<file path="config.mk">
export PLATFORM = sky130hd
export DESIGN_NAME = key_hit_scheduler
export DESIGN_NICKNAME = d
export VERILOG_FILES = /design/src/rtl/key_hit_scheduler.sv
export SDC_FILE = /design/constraint.sdc
export NUM_CORES = 1
export LEC_CHECK = 0
export CELL_PAD_IN_SITES_DETAIL_PLACEMENT = 1
export CELL_PAD_IN_SITES_GLOBAL_PLACEMENT = 1
export CORE_UTILIZATION = 38
export DETAILED_ROUTE_END_ITERATION = 8
export PLACE_DENSITY_LB_ADDON = 0.2
export SYNTH_ARGS = -nofsm -noshare
export SYNTH_HDL_FRONTEND = slang
export SYNTH_SLANG_ARGS = --single-unit
</file>
<file path="constraint.sdc">
create_clock -name i_clk -period 7.2 [get_ports i_clk]
set_clock_uncertainty 0.2 [all_clocks]
set_input_delay 1.8 -clock i_clk [delete_from_list [all_inputs] [get_ports i_clk]]
set_output_delay 1.8 -clock i_clk [all_outputs]
set_load 0.005 [all_outputs]
</file>
<file path="src/rtl/key_hit_scheduler.sv">
// key_hit_scheduler: pops the keypoint buffer once the BRIEF window of its head keypoint is fully buffered.
//   Tracks the raster position of the pixel stream, compares it with the target derived from the
//   buffer head, and pulses o_hit / o_kp_valid with the popped keypoint. At end of frame it flushes
//   keypoints that never matured.
//   in : i_clk, i_rst_n (sync, active-low), i_valid, i_frame_start, i_head_* (buffer head, score 0 = empty)
//   out: o_hit (pop request), o_kp_valid + o_kp_* (popped keypoint), o_frame_done, o_err (sticky)
module key_hit_scheduler #(
  parameter int IMG_W = 640,
  parameter int IMG_H = 480,
  parameter int OFF_X = 16,
  parameter int OFF_Y = 16
) (
  input  logic        i_clk,
  input  logic        i_rst_n,
  input  logic        i_valid,
  input  logic        i_frame_start,
  input  logic [9:0]  i_head_coor_x,
  input  logic [9:0]  i_head_coor_y,
  input  logic [7:0]  i_head_score,
  input  logic [11:0] i_head_sin,
  input  logic [11:0] i_head_cos,
  input  logic [9:0]  i_head_depth,
  output logic        o_hit,
  output logic        o_kp_valid,
  output logic [9:0]  o_kp_coor_x,
  output logic [9:0]  o_kp_coor_y,
  output logic [11:0] o_kp_sin,
  output logic [11:0] o_kp_cos,
  output logic [7:0]  o_kp_score,
  output logic [9:0]  o_kp_depth,
  output logic        o_frame_done,
  output logic        o_err
);
  typedef enum logic [1:0] {IDLE, WAIT, COOL, FLUSH} state_t;
  localparam logic [9:0] X_MAX = 10'(IMG_W - 1);
  localparam logic [9:0] Y_MAX = 10'(IMG_H - 1);
  state_t      state;
  logic [9:0]  nx, ny;
  logic        gap;
  logic        sof, head_valid, reached, last;
  logic [9:0]  cx, cy;
  logic [10:0] tx, ty;
  // nx/ny hold the position the next accepted pixel will take unless it starts a frame.
  always_comb begin
    sof        = i_valid & i_frame_start;
    cx         = sof ? '0 : nx;
    cy         = sof ? '0 : ny;
    tx         = {1'b0, i_head_coor_x} + 11'(OFF_X);
    ty         = {1'b0, i_head_coor_y} + 11'(OFF_Y);
    head_valid = |i_head_score;
    reached    = i_valid & (({1'b0, cy} > ty) | (({1'b0, cy} == ty) & ({1'b0, cx} >= tx)));
    last       = i_valid & (cx == X_MAX) & (cy == Y_MAX);
  end
  always_ff @(posedge i_clk) begin
    if (!i_rst_n) begin
      state        <= IDLE;
      nx           <= '0;
      ny           <= '0;
      gap          <= 1'b0;
      o_hit        <= 1'b0;
      o_kp_valid   <= 1'b0;
      o_kp_coor_x  <= '0;
      o_kp_coor_y  <= '0;
      o_kp_sin     <= '0;
      o_kp_cos     <= '0;
      o_kp_score   <= '0;
      o_kp_depth   <= '0;
      o_frame_done <= 1'b0;
      o_err        <= 1'b0;
    end else begin
      o_hit        <= 1'b0;
      o_kp_valid   <= 1'b0;
      o_frame_done <= last;
      if (i_valid) begin
        nx <= (cx == X_MAX) ? '0 : cx + 10'd1;
        ny <= (cx != X_MAX) ? cy : (cy == Y_MAX) ? '0 : cy + 10'd1;
      end
      if (sof && state == FLUSH) o_err <= 1'b1;
      // End of frame wins over a hit maturing on the same pixel.
      if (last && state != FLUSH) begin
        state <= FLUSH;
        gap   <= 1'b0;
      end else begin
        case (state)
          IDLE: state <= head_valid ? WAIT : IDLE;
          WAIT: begin
            if (!head_valid) state <= IDLE;
            else if (reached) begin
              o_hit       <= 1'b1;
              o_kp_valid  <= 1'b1;
              o_kp_coor_x <= i_head_coor_x;
              o_kp_coor_y <= i_head_coor_y;
              o_kp_sin    <= i_head_sin;
              o_kp_cos    <= i_head_cos;
              o_kp_score  <= i_head_score;
              o_kp_depth  <= i_head_depth;
              state       <= COOL;
            end
          end
          // o_hit is visible this cycle; the head seen here is the one being popped.
          COOL: state <= head_valid ? WAIT : IDLE;
          // gap marks the cycle o_hit is visible, when the head is still the stale one.
          FLUSH: begin
            if (gap) gap <= 1'b0;
            else if (head_valid) begin
              o_hit <= 1'b1;
              gap   <= 1'b1;
            end else state <= IDLE;
          end
          default: state <= IDLE;
        endcase
      end
    end
  end
endmodule
</file>
# ---- Yosys cells after proc, flatten, opt, wreduce, memory -nomap -nowiden
# Cells that the tools add are included.
dict set report classes {
  add_sub_neg 4
  order_cmp 2
  n_eq_ne 11
  n_mux 17
  bitwise_logic 9
  reduce_logical 9
}
# op count
set op_table {}
lappend op_table {{10-bit 2-to-1 mux} 5}
lappend op_table {{10-bit by 5-bit adder with 11-bit output (second input constant)} 2}
lappend op_table {{10-bit by 1-bit adder with 10-bit output (second input constant)} 2}
lappend op_table {{10-bit by 11-bit == test with 1-bit output} 1}
lappend op_table {{10-bit by 11-bit >= comparator with 1-bit output} 1}
lappend op_table {{10-bit by 11-bit > comparator with 1-bit output} 1}
lappend op_table {{10-bit == test (second input constant)} 1}
lappend op_table {{10-bit by 9-bit == test with 1-bit output (second input constant)} 1}
lappend op_table {{2-bit 2-to-1 mux} 5}
lappend op_table {{10-bit != test (second input constant)} 1}
lappend op_table {{8-bit OR reduction} 1}
lappend op_table {{3-bit by 2-bit != test with 1-bit output (second input constant)} 2}
lappend op_table {{2-bit one-hot mux with 3 select lines} 1}
lappend op_table {{1-bit AND} 5}
lappend op_table {{1-bit 2-to-1 mux} 5}
lappend op_table {{2-bit == test (second input constant)} 2}
lappend op_table {{4-bit != test (second input constant)} 1}
lappend op_table {{4-bit AND reduction} 1}
lappend op_table {{2-bit OR reduction} 2}
lappend op_table {{1-bit inverter} 3}
lappend op_table {{3-bit AND reduction} 1}
lappend op_table {{3-bit OR reduction} 1}
lappend op_table {{2-bit by 1-bit == test with 1-bit output (second input constant)} 1}
lappend op_table {{1-bit logical AND} 2}
lappend op_table {{4 further kinds} 4}
dict set report totals {
  register_bits 89
  inputBits 66
}

# ---- Logic depth before layout (Yosys ltp)
# Gate-level depths: netlist of the first run.
dict set report depth {
  word_depth 10
  mapped_depth 14
  ltp_nobuf 10
}

# ---- Least setup slack after synthesis of the first run
# OpenSTA, ideal clock, no wires.
dict set report synth_timing {
  kind {input to register}
  startpoint {input port i_frame_start}
  endpoint {register o_kp_valid}
  setup_time_ps 115
  arrival_time_ps 4211
  path_slack_ps 2674
  stages 13
  n_path_buf 4
  cell_sequence {clkbuf_1 > nand2_1 > clkbuf_1 > and2_1 > ha_1 > a21o_1 > a221oi_2 > o21ai_1 > a2111oi_4 > nor4b_4 > buf_6 > buf_6 > and2_1}
}
dict set report synth_via {
  elab_chain_len 8
  word_cells_on_any_way 17
  cone_classes {order compare: 2; eq/ne: 3; mux: 4; bitwise: 6; reduce/logical: 2}
}
# item line
set synth_lines {}
lappend synth_lines {{from (decl)} 16} ;# input logic i_frame_start,
lappend synth_lines {{1-bit AND *} 45} ;# sof = i_valid & i_frame_start;
lappend synth_lines {{10-bit 2-to-1 mux (on tied branches)} {46, 47}}
lappend synth_lines {{10-bit by 11-bit >= comparator with 1-bit output or 10-bit by 11-bit == test with 1-bit output (tied branches)} 51} ;# reached = i_valid & (({1'b0, cy} > ty) | (({1'b0, cy} == ty) & ({1'b0, cx} >= tx)));
lappend synth_lines {{1-bit AND} 51}
lappend synth_lines {{1-bit OR} 51}
lappend synth_lines {{1-bit AND} 51}
lappend synth_lines {{1-bit 2-to-1 mux} 88} ;# else if (reached) begin
lappend synth_lines {{1-bit 2-to-1 mux} 87} ;# if (!head_valid) state <= IDLE;
lappend synth_lines {{to (signal assigned)} 61} ;# o_kp_valid <= 1'b0;
lappend synth_lines {{to (signal assigned)} 72} ;# o_kp_valid <= 1'b0;
lappend synth_lines {{to (signal assigned)} 90} ;# o_kp_valid <= 1'b1;
lappend synth_lines {{to (decl)} 24} ;# output logic o_kp_valid,
# Every way passes the cells marked *; elsewhere a longest branch is shown, timed or not.
# A chain may end at the register's enable or synchronous reset.

# ---- Final worst setup path of the first run
dict set report layout_timing {
  startpoint {input port i_valid}
  endpoint {register o_kp_coor_x[9]}
}
dict set report layout_via {
  elab_chain_len 8
  word_cells_on_any_way 16
  cone_classes {order compare: 2; eq/ne: 3; mux: 2; bitwise: 7; reduce/logical: 2}
}
# item line
set layout_lines {}
lappend layout_lines {{from (decl)} 15} ;# input logic i_valid,
lappend layout_lines {{parallel branches: the longest is 7 deep, another holds 10-bit by 11-bit >= comparator with 1-bit output} --}
lappend layout_lines {{4-bit AND reduction (no source line) *} --}
lappend layout_lines {{to (signal assigned)} 91} ;# o_kp_coor_x <= i_head_coor_x;
lappend layout_lines {{to (decl)} 25} ;# output logic [9:0] o_kp_coor_x,
# Mark *: on every way between the ends.

==> results by group, run 1 <==
Logic synthesis
  – YS warnings: 0
  – Syn_area_per_cell: around 8.5 µm²
  – Asr flop ratio synth: 0
  – Synthesized net count: between 600 and 700
  – Mapped Cells: roughly 560
  – Mapped Area: 4710 µm²
  – Seq cells post-synth: slightly below 90
  – Unique masters post-synth: 51
  – Register area share after synthesis: 0.378
  – Post-synth EDFFs: 0
  – Ys flop type: dfxtp_1

Routing
  – DR vias/cell: 5.12
  – Final ANT Viol Nets: 0
  – DR pass1 iterations: 4
  – DR vias: between 4000 and 5000
  – DR iter-0 viols: 160
  – Wirelength per Cell: ~16 µm
  – Routed wire length: between 10000 and 15000 µm
  – DRC errors left: 0

Clocking
  – Clock Tree Buf Depth: 2
  – Worst-Skew Late Latency: about 0.35 ns
  – # resized after CTS: 0
  – TritonCTS clock tree: built
  – H-tree levels: 3
  – TritonCTS buffer count: 9
  – Clock transition at path regs: 0.06 ns
  – Postcts setup bufs: 0
  – Clock sink count: 89
  – Root buffer cell: clkbuf_16
  – Hold_buf cts: 0

GRT
  – Initial antenna violation count: 0
  – Total congestion overflow: 0
  – Largest net degree at the start of global routing: between 90 and 100
  – Vias in the first global route: 4585
  – First-pass GRT wire length: approximately 22000 µm
  – GRT Total Usage: 0.216

Floorplan
  – Die Span X: 113 µm
  – Cell row count: 40
  – Die Height: around 110 µm
  – Core box area: around 12000 µm²
  – Die area: approximately 13000 µm²
  – I/O pins: 132
  – Starting Density: 0.391

Critical path
  – Required @ worst endpoint: slightly above 7 ns
  – R2R depth: 8
  – Most used cell, CP: nand2_1
  – Crit path kind: input pin to flop
  – Crit-path max cell delay: 0.47 ns
  – CP cell instances: clkdlybuf4s50_1 > buf_4 > nand2_1 > nand2_1 > inv_1 > ha_1 > and4_1 > nand3_1 > o221a_2 > nor4b_4 > buf_12 > mux2i_1
  – Crit start category: input pin
  – Crit path DAT: between 5 and 6 ns
  – CP max-delay cell: clkdlybuf4s50_1
  – Max Fanout on Critical Path: between 60 and 70
  – Crit. End Element: flop

Power
  – Power density over cell area: 170 nW/µm²
  – Maximum vdd ir drop: roughly 0.1 mV
  – Lkg Pwr: ~2.4 nW

Timing
  – Final min period: 5.29 ns
  – Worst slew pin tran: slightly below 0.9 ns
  – Fin. Hold Viols: 0
  – Final Worst Setup Slack: roughly 1.9 ns
  – Maximum operating frequency: ~190 MHz
  – Fin Setup TNS: 0 ns
  – Period utilization: 0.735
  – Final Setup Violations: 0
  – RSZ-0062 raised after global routing: no
  – Fin. max-slew vios: 0
  – Relative slew margins: 0.404

Place
  – I/O Buffers: 131
  – Final Wtd Congestion: between 0.8 and 0.9
  – Pre-CTS setup slack: roughly 1.5 ns
  – Placed Cells: about 830
  – Post-DP HPWL: 9700 µm
  – DP Area: 6110 µm²

Finish
  – Fill count: 1428
  – Fin area: between 6000 and 7000 µm²
  – Post-route insts no fill: ~840
  – Layout cells sized above 1: 0.0430
  – # diodes: 0
  – P&R area growth vs syn: 35.9%
  – Final #Nets: 760

Hold path
  – Hold depth: 2
  – Hold Path Class: flop to flop

Outcome
  – Outcome: finished, final reports clean

Job
  – Max-Cap Viols: 0
[cells by family after synthesis]
| kind of cell | Yosys count | share of synthesized area |
|---|---|---|
| mux | 65 | 0.138 |
| xor+xnor | 10 | 0.0186 |
| simple gates | 256 | 0.258 |
| flops | 89 | 0.378 |
| buf+inv | 48 | 0.0494 |
| fa+ha+maj | 23 | 0.0611 |
| compound gates | 65 | 0.0972 |
[worst paths after layout]
path / slack [ns] / endpoint / from
min: 0.26 / o_kp_score[7]$_SDFFE_PN0P_ / o_kp_score[7]$_SDFFE_PN0P_
max reg2reg: 4.05 / o_kp_coor_x[9]$_SDFFE_PN0P_ / ny[6]$_SDFFE_PN0P_
max: 1.91 / o_kp_coor_x[9]$_SDFFE_PN0P_ / i_valid
min reg2reg: 0.26 / o_kp_score[7]$_SDFFE_PN0P_ / o_kp_score[7]$_SDFFE_PN0P_
[state kept, by name (all words and copies together) (netlist names), 2 cells and up]
signal / cells
o_kp_cos: 12
o_kp_sin: 12
nx: 10
ny: 10
o_kp_coor_x: 10
o_kp_coor_y: 10
o_kp_depth: 10
o_kp_score: 8
state: 2
[Yosys cell counts (all sizes together) (4+ instances only)]
cell type	count	share of area
a21o	4	0.0064
a21oi	17	0.018
a22oi	6	0.0096
a31oi	4	0.0053
and2	19	0.025
and3	7	0.0093
buf	7	0.017
clkbuf	24	0.019
dfxtp	89	0.38
ha	23	0.061
inv	17	0.014
mux2i	65	0.14
nand2	146	0.12
nand2b	13	0.017
nand3	14	0.015
nand4	7	0.012
nor2	29	0.023
nor4	5	0.0098
o21ai	13	0.014
xnor2	4	0.0074
xor2	6	0.011
[per-stage QoR]
stage | power [mW] | hold WS [ns] | utilization
global placement | 0.601 | 0.241 | 0.506
global route | 1.14 | 0.275 | 0.531
detailed placement | 0.605 | 0.249 | 0.506
CTS | 1.10 | 0.261 | 0.531
floorplan | 0.552 | 0.251 | -
finish | 1.09 | 0.259 | 0.531
[worst max-delay path, delay by kind of cell]
family / cells / cell delay, ns
AOI/OAI and AO/OA: 1 / 0.40
and+or+nand+nor: 5 / 1.27
buffers and inverters: 4 / 1.24
adders and majority gates: 1 / 0.29
muxes: 1 / 0.27
[layout by cell type (no fill, tap or decap), types with 6 or more instances in the layout]
master / count
nand2b_1: 13
nand3_1: 14
a21oi_1: 17
clkbuf_16: 9
nor2_1: 29
and3_1: 7
inv_1: 16
dfxtp_1: 89
and2_1: 18
xor2_1: 6
mux2i_1: 65
nand2_1: 146
o21ai_0: 10
clkdlybuf4s50_1: 130
ha_1: 23
a22oi_1: 6
[final cells by class]
type / instances / area (µm²) / area share
timing repair buffer: 135 / 1350 / 0.211
tap: 168 / 210 / 0.0328
multi-input combinational: 419 / 2700 / 0.421
sequential: 89 / 1780 / 0.278
inverter: 17 / 63.8 / 0.00996
clock buffer: 10 / 229 / 0.0357
clock inverter: 4 / 70.1 / 0.0109
[layer usage]
layer | share of wire | track usage
met2 | 0.50 | 0.391
met5 | 0 | 0
met3 | 0.058 | 0.0584
met4 | 0.021 | 0.103
met1 | 0.42 | 0.234
[power by group]
part	internal [mW]	leakage (nW)	switching, mW
registers	0.494	0.717	0.00146
clock network	0.299	0.148	0.196
logic	0.0498	1.53	0.0489
Power figures use the tool's default switching activity.
==> inputs of run 2 (changes only) <==
--- a/config.mk
+++ b/config.mk
@@ -7,7 +7,7 @@
 export LEC_CHECK = 0
 export CELL_PAD_IN_SITES_DETAIL_PLACEMENT = 1
 export CELL_PAD_IN_SITES_GLOBAL_PLACEMENT = 1
-export CORE_UTILIZATION = 38
+export CORE_UTILIZATION = 35
 export DETAILED_ROUTE_END_ITERATION = 8
 export PLACE_DENSITY_LB_ADDON = 0.2
 export SYNTH_ARGS = -nofsm -noshare
==> constraint.sdc (replaced) <==
create_clock -name i_clk -period 5.37 [get_ports i_clk]
set_clock_uncertainty 0.2 [all_clocks]
set_input_delay 1.3425 -clock i_clk [delete_from_list [all_inputs] [get_ports i_clk]]
set_output_delay 1.3425 -clock i_clk [all_outputs]
set_load 0.005 [all_outputs]
==> run 2 against run 1 <==
Combinational power increased by 36%. Cell count increased by 1.2%. Wire length increased by 1.2%. Via count decreased by 0.16%. Core utilization decreased by 4.4 points. Sequential share of layout area decreased by 0.092 points. Highest routed layer unchanged.
==> results by group, run 2 (same netlist as run 1, synthesis figures left out) <==
Critical path
  – Crit path buf inv count: 3
  – Crit path DAT: roughly 4.7 ns
  – CP cell instances: clkdlybuf4s50_1 > nand2_1 > nand2_1 > inv_1 > ha_1 > and4_1 > nand3_1 > o221a_2 > nor4b_4 > buf_12 > mux2i_1
  – Required @ worst endpoint: 5.43 ns
  – Max Fanout on Critical Path: 63
  – Top delay family on crit path: simple AND/OR/NAND/NOR gates
  – Crit path kind: input pin to flop
  – Most used cell, CP: nand2_1
  – Crit-path max cell delay: ~0.64 ns
  – Crit start category: input pin
  – Crit. End Element: flop
  – CP max-delay cell: clkdlybuf4s50_1

Routing
  – Routed wire length: between 10000 and 15000 µm
  – Wirelength per Cell: around 16 µm
  – DR pass1 iterations: 4
  – Final ANT Viol Nets: 0
  – DR vias: roughly 4300
  – DRC errors left: 0
  – DR vias/cell: approximately 5.1
  – DR iter-0 viols: between 150 and 200

Finish
  – Biggest regs: o_kp_cos (12), o_kp_sin (12)
  – P&R area growth vs syn: 36.3%
  – Final Util: 0.487
  – # diodes: 0
  – Area of the multi-input gates: between 2000 and 3000 µm²
  – Final #Nets: between 700 and 800
  – Fill count: about 1500
  – Most frequent cells in the layout: 146 x nand2_1, 130 x clkdlybuf4s50_1, 89 x dfxtp_1
  – Layout cells sized above 1: 0.0473
  – Register area: roughly 1800 µm²
  – Most common cell after layout, fill and taps aside: nand2_1

GRT
  – GRT Total Usage: 0.201
  – Initial antenna violation count: 0
  – Largest net degree at the start of global routing: 70
  – Vias in the first global route: 4574
  – Total congestion overflow: 0
  – First-pass GRT wire length: between 20000 and 25000 µm

Timing
  – Maximum operating frequency: around 220 MHz
  – Worst slew pin tran: 0.763 ns
  – Fin. Hold Viols: 0
  – Min Hold Slack: 0.255 ns
  – RSZ-0062 raised after global routing: no
  – Relative slew margins: 0.491
  – Final min period: 4.59 ns
  – Fin Setup TNS: 0 ns
  – Period utilization: 0.854
  – Final Setup Violations: 0
  – Fin. max-slew vios: 0

Clocking
  – Clock Tree Buf Depth: 2
  – Clock sink count: 89
  – Worst-Skew Late Latency: 0.34 ns
  – Root buffer cell: clkbuf_16
  – TritonCTS buffer count: 9
  – # resized after CTS: 0
  – TritonCTS clock tree: built
  – H-tree levels: 3
  – Postcts setup bufs: 0
  – Hold_buf cts: 0
  – Clock transition at path regs: around 0.070 ns

Hold path
  – Hold Path Class: flop to flop

Place
  – I/O Buffers: 131
  – Final Wtd Congestion: between 0.7 and 0.8
  – Post-DP HPWL: around 10000 µm

Power
  – Maximum vdd ir drop: between 0.15 and 0.2 mV
  – Power density over cell area: roughly 230 nW/µm²
  – Lkg Pwr: 2.40 nW

Outcome
  – Outcome: finished, final reports clean

Floorplan
  – Die Span X: approximately 120 µm
  – Die Height: between 100 and 150 µm
  – Cell row count: between 40 and 50
  – Starting Density: 0.357
  – Die area: about 14000 µm²
  – Core box area: 13200 µm²
  – I/O pins: approximately 130

Job
  – Max-Cap Viols: 0
## run 2: cell types whose count changed in the layout (fill, tap and decap cells not counted)
cell	delta
clkinv_2	-2
inv_6	+2
clkinv_4	+1
bufinv_16	-1
clkbuf_8	+1
clkinvlp_4	+1
buf_4	+1
clkbuf_1	-1
## run 2: worst paths after layout
kind,startpoint,to,slack [ns],depth (start not counted)
max,i_valid,o_kp_coor_x[7]$_SDFFE_PN0P_,0.78,11
min,o_kp_coor_y[9]$_SDFFE_PN0P_,o_kp_coor_y[9]$_SDFFE_PN0P_,0.26,2
max reg2reg,ny[6]$_SDFFE_PN0P_,o_kp_coor_x[7]$_SDFFE_PN0P_,2.36,8
min reg2reg,o_kp_coor_y[9]$_SDFFE_PN0P_,o_kp_coor_y[9]$_SDFFE_PN0P_,0.26,2
## run 2: layer usage
| layer | up-vias | GRT usage | share of wire |
|---|---|---|---|
| met4 | 0 | 0.0585 | 0.012 |
| met3 | 14 | 0.0547 | 0.060 |
| li1 | 2128 | - | - |
| met1 | 2059 | 0.233 | 0.43 |
| met5 | - | 0 | 0 |
| met2 | 102 | 0.359 | 0.50 |
## run 2: cell type report
cell class              count  share of cell area
well taps                 176              0.0343
clock inverters             5             0.00993
inverters                  17             0.00993
clock buffers              10              0.0372
repair buffers            136               0.211
multi-input cells         419               0.420
flip-flops and latches     89               0.277
## run 2: per-stage QoR
step	std cells	cell area [µm²]	setup slack (ns)	power [mW]
5_1_grt	852	6430	0.496	1.51
3_3_place_gp	837	6120	0.583	0.808
6_report	852	6430	0.785	1.45
3_5_place_dp	837	6120	0.436	0.814
2_1_floorplan	556	4710	1.30	0.740
4_1_cts	852	6430	0.792	1.46
## run 2: worst min-delay path, stage by stage (launching register included)
cell,delay [ns]
dfxtp_1,0.31
nand2_1,0.05
mux2i_1,0.05
## run 2: where the power goes
group | leakage (nW) | internal, mW | switching (mW) | total (mW)
logic | 1.54 | 0.0667 | 0.0673 | 0.134
registers | 0.717 | 0.661 | 0.00207 | 0.664
clock network | 0.146 | 0.375 | 0.275 | 0.650
total | 2.40 | 1.10 | 0.344 | 1.45
